==> config.mk <==
export PLATFORM = sky130hd
export DESIGN_NAME = eth_rx_mac_lane
export DESIGN_NICKNAME = d
export VERILOG_FILES = /design/src/rtl/eth_pkg.sv /design/src/rtl/eth_crc32_byte.sv /design/src/rtl/eth_rx_mac_lane.sv
export SDC_FILE = /design/constraint.sdc
export NUM_CORES = 1
export LEC_CHECK = 0
export ABC_CLOCK_PERIOD_IN_PS = 2500
export BUFFER_PORTS_ARGS = -buffer_cell sky130_fd_sc_hd__clkbuf_2
export CELL_PAD_IN_SITES_DETAIL_PLACEMENT = 2
export CELL_PAD_IN_SITES_GLOBAL_PLACEMENT = 2
export CORE_MARGIN = 2
export CORE_UTILIZATION = 40
export CTS_CLUSTER_DIAMETER = 120
export CTS_CLUSTER_SIZE = 10
export DETAILED_ROUTE_END_ITERATION = 12
export PLACE_DENSITY = 0.75
export SYNTH_ARGS = -nofsm -noshare
export SYNTH_HDL_FRONTEND = slang
export SYNTH_HIERARCHICAL = 1
export SYNTH_SLANG_ARGS = --single-unit
==> constraint.sdc <==
create_clock -name clk_50_mhz -period 2.5 [get_ports clk_50_mhz]
set_input_delay 0.625 -clock clk_50_mhz [delete_from_list [all_inputs] [get_ports clk_50_mhz]]
set_output_delay 0.625 -clock clk_50_mhz [all_outputs]
set_load 0.05 [all_outputs]
==> src/rtl/eth_pkg.sv <==
// eth_pkg: shared state encoding, CRC-32 constants and lane symbol helpers for the RMII/MII receive path.
package eth_pkg;
    typedef enum logic [1:0] {IDLE, PRE, DATA, DROP} rx_state_t;

    localparam logic [31:0] CRC32_POLY_REFL = 32'hEDB8_8320;
    localparam logic [31:0] CRC32_RESIDUE   = 32'hDEBB_20E3;
    localparam logic [31:0] CRC32_INIT      = 32'hFFFF_FFFF;

    function automatic logic [3:0] pre_sym(input int lane_w);
        return (lane_w == 2) ? 4'h1 : 4'h5;
    endfunction

    function automatic logic [3:0] sfd_sym(input int lane_w);
        return (lane_w == 2) ? 4'h3 : 4'hD;
    endfunction
endpackage

==> src/rtl/eth_crc32_byte.sv <==
// eth_crc32_byte: combinational byte-wide update of a reflected CRC-32 register.
module eth_crc32_byte
    import eth_pkg::*;
(
    input  logic [31:0] crc_i,
    input  logic [7:0]  data_i,
    output logic [31:0] crc_o
);
    always_comb begin
        crc_o = crc_i ^ {24'd0, data_i};
        for (int i = 0; i < 8; i++)
            crc_o = crc_o[0] ? ((crc_o >> 1) ^ CRC32_POLY_REFL) : (crc_o >> 1);
    end
endmodule

==> src/rtl/eth_rx_mac_lane.sv <==
// eth_rx_mac_lane: RMII/MII receive front end; finds preamble/SFD, assembles LSB-first bytes,
// checks FCS, length, alignment and rx_er, and keeps saturating good/bad frame counters.
module eth_rx_mac_lane
    import eth_pkg::*;
#(
    parameter int LANE_W      = 2,
    parameter int MIN_PRE_SYM = 4,
    parameter int MIN_LEN     = 64,
    parameter int MAX_LEN     = 1522,
    parameter int CNT_W       = 16
) (
    input  logic              clk_50_mhz,
    input  logic              rst_n,
    input  logic              crs_dv,
    input  logic [LANE_W-1:0] rx_d,
    input  logic              rx_er,
    output logic [7:0]        m_data,
    output logic              m_valid,
    output logic              m_sof,
    output logic              m_eof,
    output logic              m_err,
    output logic [15:0]       frame_len,
    output logic [CNT_W-1:0]  frames_ok,
    output logic [CNT_W-1:0]  frames_bad
);
    localparam int                SPB      = 8 / LANE_W;
    localparam logic [1:0]        SYM_LAST = 2'(SPB - 1);
    localparam logic [LANE_W-1:0] PRE_S    = LANE_W'(pre_sym(LANE_W));
    localparam logic [LANE_W-1:0] SFD_S    = LANE_W'(sfd_sym(LANE_W));
    localparam logic [7:0]        PRE_MIN  = 8'(MIN_PRE_SYM);
    localparam logic [15:0]       LEN_MIN  = 16'(MIN_LEN);
    localparam logic [15:0]       LEN_MAX  = 16'(MAX_LEN);

    if (LANE_W != 2 && LANE_W != 4) begin : g_bad_lane
        $error("eth_rx_mac_lane: LANE_W must be 2 or 4, got %0d", LANE_W);
    end

    rx_state_t         state_q;
    logic              crs_q, rxer_q;
    logic [LANE_W-1:0] rxd_q;
    logic [7:0]        byte_q, byte_d, pre_cnt_q;
    logic [1:0]        sym_cnt_q;
    logic [15:0]       len_q;
    logic [31:0]       crc_q, crc_d;
    logic              err_rx_q, err_long_q, in_frame_q;
    logic              is_pre, is_sfd, sym_last, end_d, fail_d;
    logic [7:0]        m_data_q;
    logic              m_valid_q, m_sof_q, m_eof_q, m_err_q;
    logic [15:0]       frame_len_q;
    logic [CNT_W-1:0]  frames_ok_q, frames_bad_q;

    eth_crc32_byte u_crc (.crc_i(crc_q), .data_i(byte_d), .crc_o(crc_d));

    // Symbols arrive LSB-first, so each new symbol enters at the top of the byte.
    always_comb begin
        byte_d   = {rxd_q, byte_q[7:LANE_W]};
        is_pre   = rxd_q == PRE_S;
        is_sfd   = rxd_q == SFD_S;
        sym_last = sym_cnt_q == SYM_LAST;
        end_d    = !crs_q && (state_q == DATA || (state_q == DROP && in_frame_q));
        fail_d   = err_rx_q | err_long_q | (len_q < LEN_MIN) | (crc_q != CRC32_RESIDUE)
                 | (state_q == DATA && sym_cnt_q != 2'd0);
    end

    always_ff @(posedge clk_50_mhz or negedge rst_n) begin
        if (!rst_n) begin
            crs_q        <= 1'b0;
            rxer_q       <= 1'b0;
            rxd_q        <= '0;
            state_q      <= IDLE;
            byte_q       <= 8'd0;
            pre_cnt_q    <= 8'd0;
            sym_cnt_q    <= 2'd0;
            len_q        <= 16'd0;
            crc_q        <= CRC32_INIT;
            err_rx_q     <= 1'b0;
            err_long_q   <= 1'b0;
            in_frame_q   <= 1'b0;
            m_data_q     <= 8'd0;
            m_valid_q    <= 1'b0;
            m_sof_q      <= 1'b0;
            m_eof_q      <= 1'b0;
            m_err_q      <= 1'b0;
            frame_len_q  <= 16'd0;
            frames_ok_q  <= '0;
            frames_bad_q <= '0;
        end else begin
            crs_q     <= crs_dv;
            rxd_q     <= rx_d;
            rxer_q    <= rx_er;
            m_valid_q <= 1'b0;
            m_sof_q   <= 1'b0;
            m_eof_q   <= 1'b0;
            m_err_q   <= 1'b0;
            case (state_q)
                IDLE: if (crs_q) begin
                    if (is_pre) begin
                        state_q   <= PRE;
                        pre_cnt_q <= 8'd1;
                        crc_q     <= CRC32_INIT;
                    end else begin
                        state_q    <= DROP;
                        in_frame_q <= 1'b0;
                    end
                end
                PRE: begin
                    if (crs_q && is_pre) begin
                        if (~&pre_cnt_q) pre_cnt_q <= pre_cnt_q + 8'd1;
                    end else if (crs_q && is_sfd && pre_cnt_q >= PRE_MIN) begin
                        state_q    <= DATA;
                        len_q      <= 16'd0;
                        sym_cnt_q  <= 2'd0;
                        err_rx_q   <= 1'b0;
                        err_long_q <= 1'b0;
                    end else begin
                        state_q <= IDLE;
                    end
                end
                DATA: if (!crs_q) begin
                    state_q <= IDLE;
                end else begin
                    byte_q    <= byte_d;
                    err_rx_q  <= err_rx_q | rxer_q;
                    sym_cnt_q <= sym_last ? 2'd0 : sym_cnt_q + 2'd1;
                    if (sym_last) begin
                        m_valid_q <= 1'b1;
                        m_data_q  <= byte_d;
                        m_sof_q   <= len_q == 16'd0;
                        crc_q     <= crc_d;
                        len_q     <= len_q + 16'd1;
                        if (len_q + 16'd1 == LEN_MAX) begin
                            err_long_q <= 1'b1;
                            in_frame_q <= 1'b1;
                            state_q    <= DROP;
                        end
                    end
                end
                DROP: if (!crs_q) state_q <= IDLE;
                default: state_q <= IDLE;
            endcase
            if (end_d) begin
                m_eof_q     <= 1'b1;
                m_err_q     <= fail_d;
                frame_len_q <= len_q;
                if (fail_d && ~&frames_bad_q) frames_bad_q <= frames_bad_q + 1'b1;
                if (!fail_d && ~&frames_ok_q) frames_ok_q <= frames_ok_q + 1'b1;
            end
        end
    end

    assign m_data     = m_data_q;
    assign m_valid    = m_valid_q;
    assign m_sof      = m_sof_q;
    assign m_eof      = m_eof_q;
    assign m_err      = m_err_q;
    assign frame_len  = frame_len_q;
    assign frames_ok  = frames_ok_q;
    assign frames_bad = frames_bad_q;
endmodule
==> results of run 1 <==
[synth_stat cells (6+ instances only)]
cell type / number
a21oi_1: 15
dfstp_2: 32
ha_1: 13
dfrtp_1: 101
inv_1: 23
nand3_1: 26
xnor2_2: 9
xnor2_1: 47
nor2_1: 36
nor3_1: 18
xor2_1: 22
mux2_2: 27
o22a_1: 35
nor4_1: 8
xnor3_1: 11
clkbuf_1: 14
nand4_1: 10
xor3_1: 6
nand2_1: 50
and3_1: 8
o21ai_0: 26
[registers in the layout (all words and copies together), names as in the netlist, 2 cells and up]
signal / cells
crc_q: 32
frame_len: 16
frames_bad: 16
frames_ok: 16
len_q: 16
m_data: 8
pre_cnt_q: 8
byte_q: 6
rxd_q: 2
state_q: 2
sym_cnt_q: 2
[cells by family after synthesis]
kind of cell	after synthesis	share of synthesized area, %
XOR/XNOR	100	17.7
buffers and inverters	47	3.04
multiplexers	30	4.71
adder cells (fa/ha/maj)	13	2.26
AND/OR/NAND/NOR	199	15.3
flip-flops	133	46.7
AO/OA/AOI/OAI	103	10.3
[worst max-delay path, stage by stage (launching register included)]
cell	delay (ps)
dfstp_2	540
or4b_4	480
nor4_4	370
nand3_2	200
nor3_4	350
nand3_1	160
xnor2_1	230
[where the power goes]
group / switching [W] / total, W / internal [W]
registers: 0.000285 / 0.00267 / 0.00239
clock network: 0.00103 / 0.00254 / 0.00151
logic: 0.00224 / 0.00424 / 0.00199
[area by class of cell]
type / instances / area share, %
Clock buffer: 19 / 5.14
Clock inverter: 13 / 1.70
Inverter: 23 / 1.00
Multi-Input combinational cell: 445 / 42.5
Sequential cell: 133 / 39.1
Tap cell: 229 / 3.33
Timing Repair Buffer: 101 / 7.28
[metrics by stage]
| step | hold WS, ps | util [%] | setup WS, ps |
|---|---|---|---|
| after floorplan | 329 | - | 151 |
| after global placement | 462 | 44.8 | 115 |
| after detailed placement | 475 | 44.8 | -92.6 |
| after CTS | 117 | 48.1 | -28.4 |
| after global routing | 123 | 48.3 | -10.6 |
| final | 111 | 48.3 | 83.3 |
[layer usage]
metal / share of wire (%) / track usage (%) / vias to the layer above
met5: 0 / 0 / -
met4: 1.5 / 6.12 / 0
met3: 2.1 / 3.78 / 23
met2: 54 / 41.6 / 60
met1: 42 / 27.7 / 2756
li1: - / - / 2419
[what timing repair did]
action / CTS / global route
endpoints found under the setup margin: 6 / 25
hold buffers: 0 / 0
endpoints found under the hold margin: 0 / 0
gates resized for setup: 1 / 7
buffers inserted: 0 / 1
pin swaps: 1 / 0
[worst paths after layout]
kind,depth (start not counted),from,endpoint
setup / recovery,6,crc_q[13],frames_ok[8]
hold / removal,1,rst_n,pre_cnt_q[3]
setup reg to reg,6,crc_q[13],frames_ok[8]
hold reg to reg,2,frame_len[8],frame_len[8]
max in group asynchronous,2,rst_n,crc_q[19]
min in group clk_50_mhz,1,rx_er,rxer_q
==> results by group, run 1 <==
Outcome
  – Status: complete, no violations

Layout
  – FILL cells: about 1.8k
  – Commonest non-fill, non-tap cells in the layout: dfrtp_1, clkbuf_2, nand2_1, xnor2_1, nor2_1
  – Area of the multi-input gates: ~3700 sq um
  – Post-route cell area: between 8000 and 9000 sq um
  – Sequential cell area: 3370 sq um
  – Nets@finish: 740
  – Finished Layout Cells: roughly 960
  – Most common cell after layout, fill and taps aside: dfrtp_1
  – N_diodes: 0
  – Share of cells above drive strength 1: 31.7%
  – Layout overhead on the synthesized area: 19.6%

Clocking
  – Skew-Pair Late Insertion Delay: between 400 and 500 ps
  – CTS max path bufs: 2
  – CTS tree: built
  – H-tree Lvls: 4
  – Cts bufs inserted: 17
  – Clock root cell: clkbuf_16
  – Clock transition at path regs: 60 ps
  – Clock Sinks: 133

Detailed routing
  – First DRT Iteration DRCs: 205
  – 1st-pass router iterations: 5
  – Post-route DRC: 0
  – Antenna viol nets, final: 0
  – Detailed Route WL: 20700 um
  – Via/cell ratio: 5.46
  – Wire per inst: about 21 um
  – Via count: 5258

Worst hold path
  – Hold Crit Class: in2async

Floorplan
  – Height of the die: 138 um
  – IO Pins: 66
  – Site row count: 49
  – Total core area: 17800 sq um
  – Die Area: 19100 sq um
  – Die width: 138 um
  – Starting Density: 40.4%

Synth
  – Synth Instances: 625
  – Register area share after synthesis: between 40% and 50%
  – Synth warnings: 6
  – Post-synth EDFFs: 0
  – Syn nets: 644
  – Prevailing post-synth register cell: dfrtp_1
  – Post-synth ARST share: 100%
  – Ranking of synthesized cells by area: dfrtp_1, dfstp_2, xnor2_1
  – Distinct cells, synth: 77
  – Top cell type's share of synthesized area: 35.1%
  – Post-synthesis area per instance: 11.5 sq um
  – Area leader, netlist: dfrtp_1
  – Cell Area, Synth: 7210 sq um
  – #FFs+latches synth: 133

STA
  – Setup TNS: 0 ps
  – RSZ-0062 raised after global routing: yes
  – Max Clock Skew: 15.5 ps
  – # setup viols final: 0
  – Min Tclk post-route: ~2400 ps
  – Slew Limit Fails: 0
  – Final Hold Vio Count: 0
  – Slew HR: about 50%
  – Period utilisation layout: between 90% and 100%
  – Worst slew pin tran: 757 ps
  – Highest clock rate: 414 MHz

Power and ir drop
  – PwrDens: 1100 nW/um^2
  – Leak Pwr: 4.01 nW
  – Pwr Total: 0.00944 W
  – Peak supply drop: 0.599 mV

Critical path
  – CP max FO: 6
  – Setup crit end kind: flip-flop
  – CP Data Arrival Time: 2740 ps
  – R2R setup slack: 80 ps
  – CP Class: reg2reg
  – WP data required: around 2800 ps
  – Setup crit start kind: flip-flop

GRT
  – GRT overflow: 0
  – Vias in the first global route: 6123
  – Largest net degree at the start of global routing: 47
  – All-Layer GR Usage: 22.7%
  – Initial antenna violation count: 0
  – First-pass GRT wire length: 34400 um

Placed design
  – Gpl congestion: roughly 0.80
  – I/O Buffers: 65
  – Placed cell count: 930
  – Area of placed instances: between 7000 and 8000 sq um
  – Post-DP HPWL: 14400 um

Job
  – Max Cap Violations: 0
Power figures use the tool's default switching activity.
==> run 2, diff against run 1 <==
--- a/config.mk
+++ b/config.mk
@@ -6,15 +6,15 @@
 export NUM_CORES = 1
 export LEC_CHECK = 0
 export ABC_CLOCK_PERIOD_IN_PS = 2500
-export BUFFER_PORTS_ARGS = -buffer_cell sky130_fd_sc_hd__clkbuf_2
 export CELL_PAD_IN_SITES_DETAIL_PLACEMENT = 2
 export CELL_PAD_IN_SITES_GLOBAL_PLACEMENT = 2
 export CORE_MARGIN = 2
-export CORE_UTILIZATION = 40
+export CORE_UTILIZATION = 43
 export CTS_CLUSTER_DIAMETER = 120
 export CTS_CLUSTER_SIZE = 10
 export DETAILED_ROUTE_END_ITERATION = 12
-export PLACE_DENSITY = 0.75
+export DONT_BUFFER_PORTS = 1
+export PLACE_DENSITY = 0.76
 export SYNTH_ARGS = -nofsm -noshare
 export SYNTH_HDL_FRONTEND = slang
 export SYNTH_HIERARCHICAL = 1
==> run 2 against run 1 <==
The flow now finishes with violations (negative hold slack). Highest routed layer unchanged. Count of clock-buffer cells in the layout decreased by 2. Hold slack got worse by 220 ps. Combinational power decreased by 6.1%.
==> results by group, run 2 (synthesis gave the netlist of run 1 again) <==
Outcome
  – Status: complete, but fails checks (was complete, no violations)
  – Violated checks: negative hold slack

Detailed routing
  – 1st-pass router iterations: 4 (was 5)
  – First DRT Iteration DRCs: 236 (was 205)
  – Via/cell ratio: 5.58 (was 5.46)
  – Via count: 5152 (was 5258)
  – Antenna viol nets, final: 0 (unchanged)
  – Post-route DRC: 0 (unchanged)
  – Wire per inst: 22.3 um (was 21.5 um)
  – Detailed Route WL: 20600 um (was 20700 um)

Placed design
  – DP Worst Slack: 125 ps (was -92.6 ps)
  – I/O Buffers: 0 (was 65)
  – Gpl congestion: 0.784 (was 0.800)
  – Post-DP HPWL: 14000 um (was 14400 um)

Clocking
  – H-tree Lvls: 4 (unchanged)
  – CTS tree: built (unchanged)
  – Skew-Pair Late Insertion Delay: 430 ps (about the same)
  – Clock Sinks: 133 (unchanged)
  – CTS max path bufs: 2 (unchanged)
  – Clock root cell: clkbuf_16 (unchanged)
  – Clock transition at path regs: 70 ps (was 60 ps)
  – Cts bufs inserted: 17 (unchanged)

STA
  – Min Tclk post-route: 2390 ps (was 2420 ps)
  – Period utilisation layout: 95.7% (was 96.7%)
  – Setup TNS: 0 ps (unchanged)
  – Slew HR: 50.9% (was 48.7%)
  – Setup ws final: 108 ps (was 83.3 ps)
  – Hold slack: -104 ps (was 111 ps)
  – Highest clock rate: 418 MHz (was 414 MHz)
  – Final Hold Vio Count: 101 (was 0)
  – Worst slew pin tran: 725 ps (was 757 ps)
  – Slew Limit Fails: 0 (unchanged)
  – # setup viols final: 0 (unchanged)
  – Max Clock Skew: 10.6 ps (was 15.5 ps)
  – RSZ-0062 raised after global routing: no (was yes)

Critical path
  – Worst R2R Path Depth: 7 (was 6)
  – Worst r2r dst: frames_ok[13] (was frames_ok[8])
  – CP Data Arrival Time: 2700 ps (was 2740 ps)
  – Setup crit start kind: flip-flop (unchanged)
  – Top Family by Delay on Critical Path: simple AND/OR/NAND/NOR gates (unchanged)
  – R2R setup slack: 110 ps (was 80 ps)
  – Critical path, cell by cell: or4b_4 -> nor4_4 -> nand3_2 -> nor3_2 -> buf_4 -> nand3_1 -> xnor2_1 (was or4b_4 -> nor4_4 -> nand3_2 -> nor3_4 -> nand3_1 -> xnor2_1)
  – Setup crit end kind: flip-flop (unchanged)
  – WP depth: 7 (was 6)
  – WP data required: 2810 ps (was 2830 ps)
  – Largest stage delay on the critical path: 550 ps (was 540 ps)
  – Reg-to-reg startpoint: crc_q[13] (unchanged)
  – Worst path bufs/invs: 1 (was 0)
  – CP max-delay cell: dfstp_2 (unchanged)
  – CP max FO: 7 (was 6)
  – CP Class: reg2reg (unchanged)

Power and ir drop
  – Pwr Total: 0.00928 W (was 0.00944 W)
  – Peak supply drop: 0.670 mV (was 0.599 mV)
  – Leak Pwr: 3.88 nW (was 4.01 nW)
  – PwrDens: 1090 nW/um^2 (was 1100 nW/um^2)

Layout
  – FILL cells: 1645 (was 1808)
  – Reg with most FFs: crc_q (unchanged)
  – Most common cell after layout, fill and taps aside: dfrtp_1 (unchanged)
  – Commonest non-fill, non-tap cells in the layout: dfrtp_1, buf_4, nand2_1, xnor2_1, nor2_1 (was dfrtp_1, clkbuf_2, nand2_1, xnor2_1, nor2_1)
  – Share of cells above drive strength 1: 28.7% (was 31.7%)
  – N_diodes: 0 (unchanged)
  – Max FFs per register: 32 (unchanged)
  – Layout overhead on the synthesized area: 17.7% (was 19.6%)
  – Nets@finish: 710 (was 740)

GRT
  – Vias in the first global route: 5950 (was 6123)
  – GRT overflow: 0 (unchanged)
  – Initial antenna violation count: 0 (unchanged)
  – Largest net degree at the start of global routing: 134 (was 47)
  – First-pass GRT wire length: 33900 um (was 34400 um)
  – All-Layer GR Usage: 24.7% (was 22.7%)

Floorplan
  – Total core area: 16500 sq um (was 17800 sq um)
  – Site row count: 47 (was 49)
  – Die Area: 17800 sq um (was 19100 sq um)
  – IO Pins: 66 (unchanged)
  – Die width: 133 um (was 138 um)
  – Starting Density: 43.8% (was 40.4%)
  – Height of the die: 133 um (was 138 um)

Worst hold path
  – Hold Crit Class: in2async (unchanged)

Job
  – Max Cap Violations: 0 (unchanged)
## run 2: layout make-up
class / count / area [sq um] / area share, %
clock buffer: 17 / 425 / 5.02
clock inverter: 15 / 144 / 1.70
inverter: 23 / 86.3 / 1.02
multi-input combinational: 445 / 3650 / 43.0
sequential: 133 / 3370 / 39.7
tap: 220 / 275 / 3.25
timing repair buffer: 71 / 533 / 6.28
## run 2: repair_timing
action / 4_1_cts / 5_1_grt
resized for setup: 0 / 5
pin swaps: 0 / 0
setup buffers: 0 / 0
hold endpoints to repair: 101 / 101
cloned: 0 / 0
setup endpoints to repair: 1 / 24
## run 2: through the flow
stage                     instance area [sq um]  cells  utilization, %
after floorplan                            7210    625               -
after global placement                     7900    892            48.0
after detailed placement                   7900    892            48.0
after CTS                                  8470    924            51.4
after global routing                       8480    924            51.5
final                                      8480    924            51.5
## run 2: routing by layer
metal	part of all wire (%)	global-route usage [%]	vias to the layer above	wire length [um]
met3	2.5	4.91	19	520
li1	-	-	2359	-
met4	1.5	6.44	0	303
met2	55	45.6	73	11300
met5	0	0	-	0
met1	41	29.2	2701	8470
## run 2: how the worst max path moves through the flow
stage / from / to / slack (ps)
after floorplan: frames_ok[3] / frames_ok[1] / 150
after global placement: crc_q[13] / frames_ok[14] / 210
after detailed placement: state_q[0] / frames_ok[14] / 120
after CTS: crc_q[13] / frames_ok[8] / -8
after global routing: crc_q[13] / frames_ok[8] / 10
final: crc_q[13] / frames_ok[13] / 110
## run 2: worst register-to-register path, stage by stage, from the launching register on
cell and delay [ps]:
dfstp_2 550, or4b_4 490, nor4_4 360, nand3_2 190, nor3_2 220, buf_4 190
nand3_1 120, xnor2_1 150
## run 2: where the power goes
group          switching [W]  internal, W
Sequential          0.000458      0.00238
Combinational        0.00200      0.00198
Clock                0.00106      0.00139
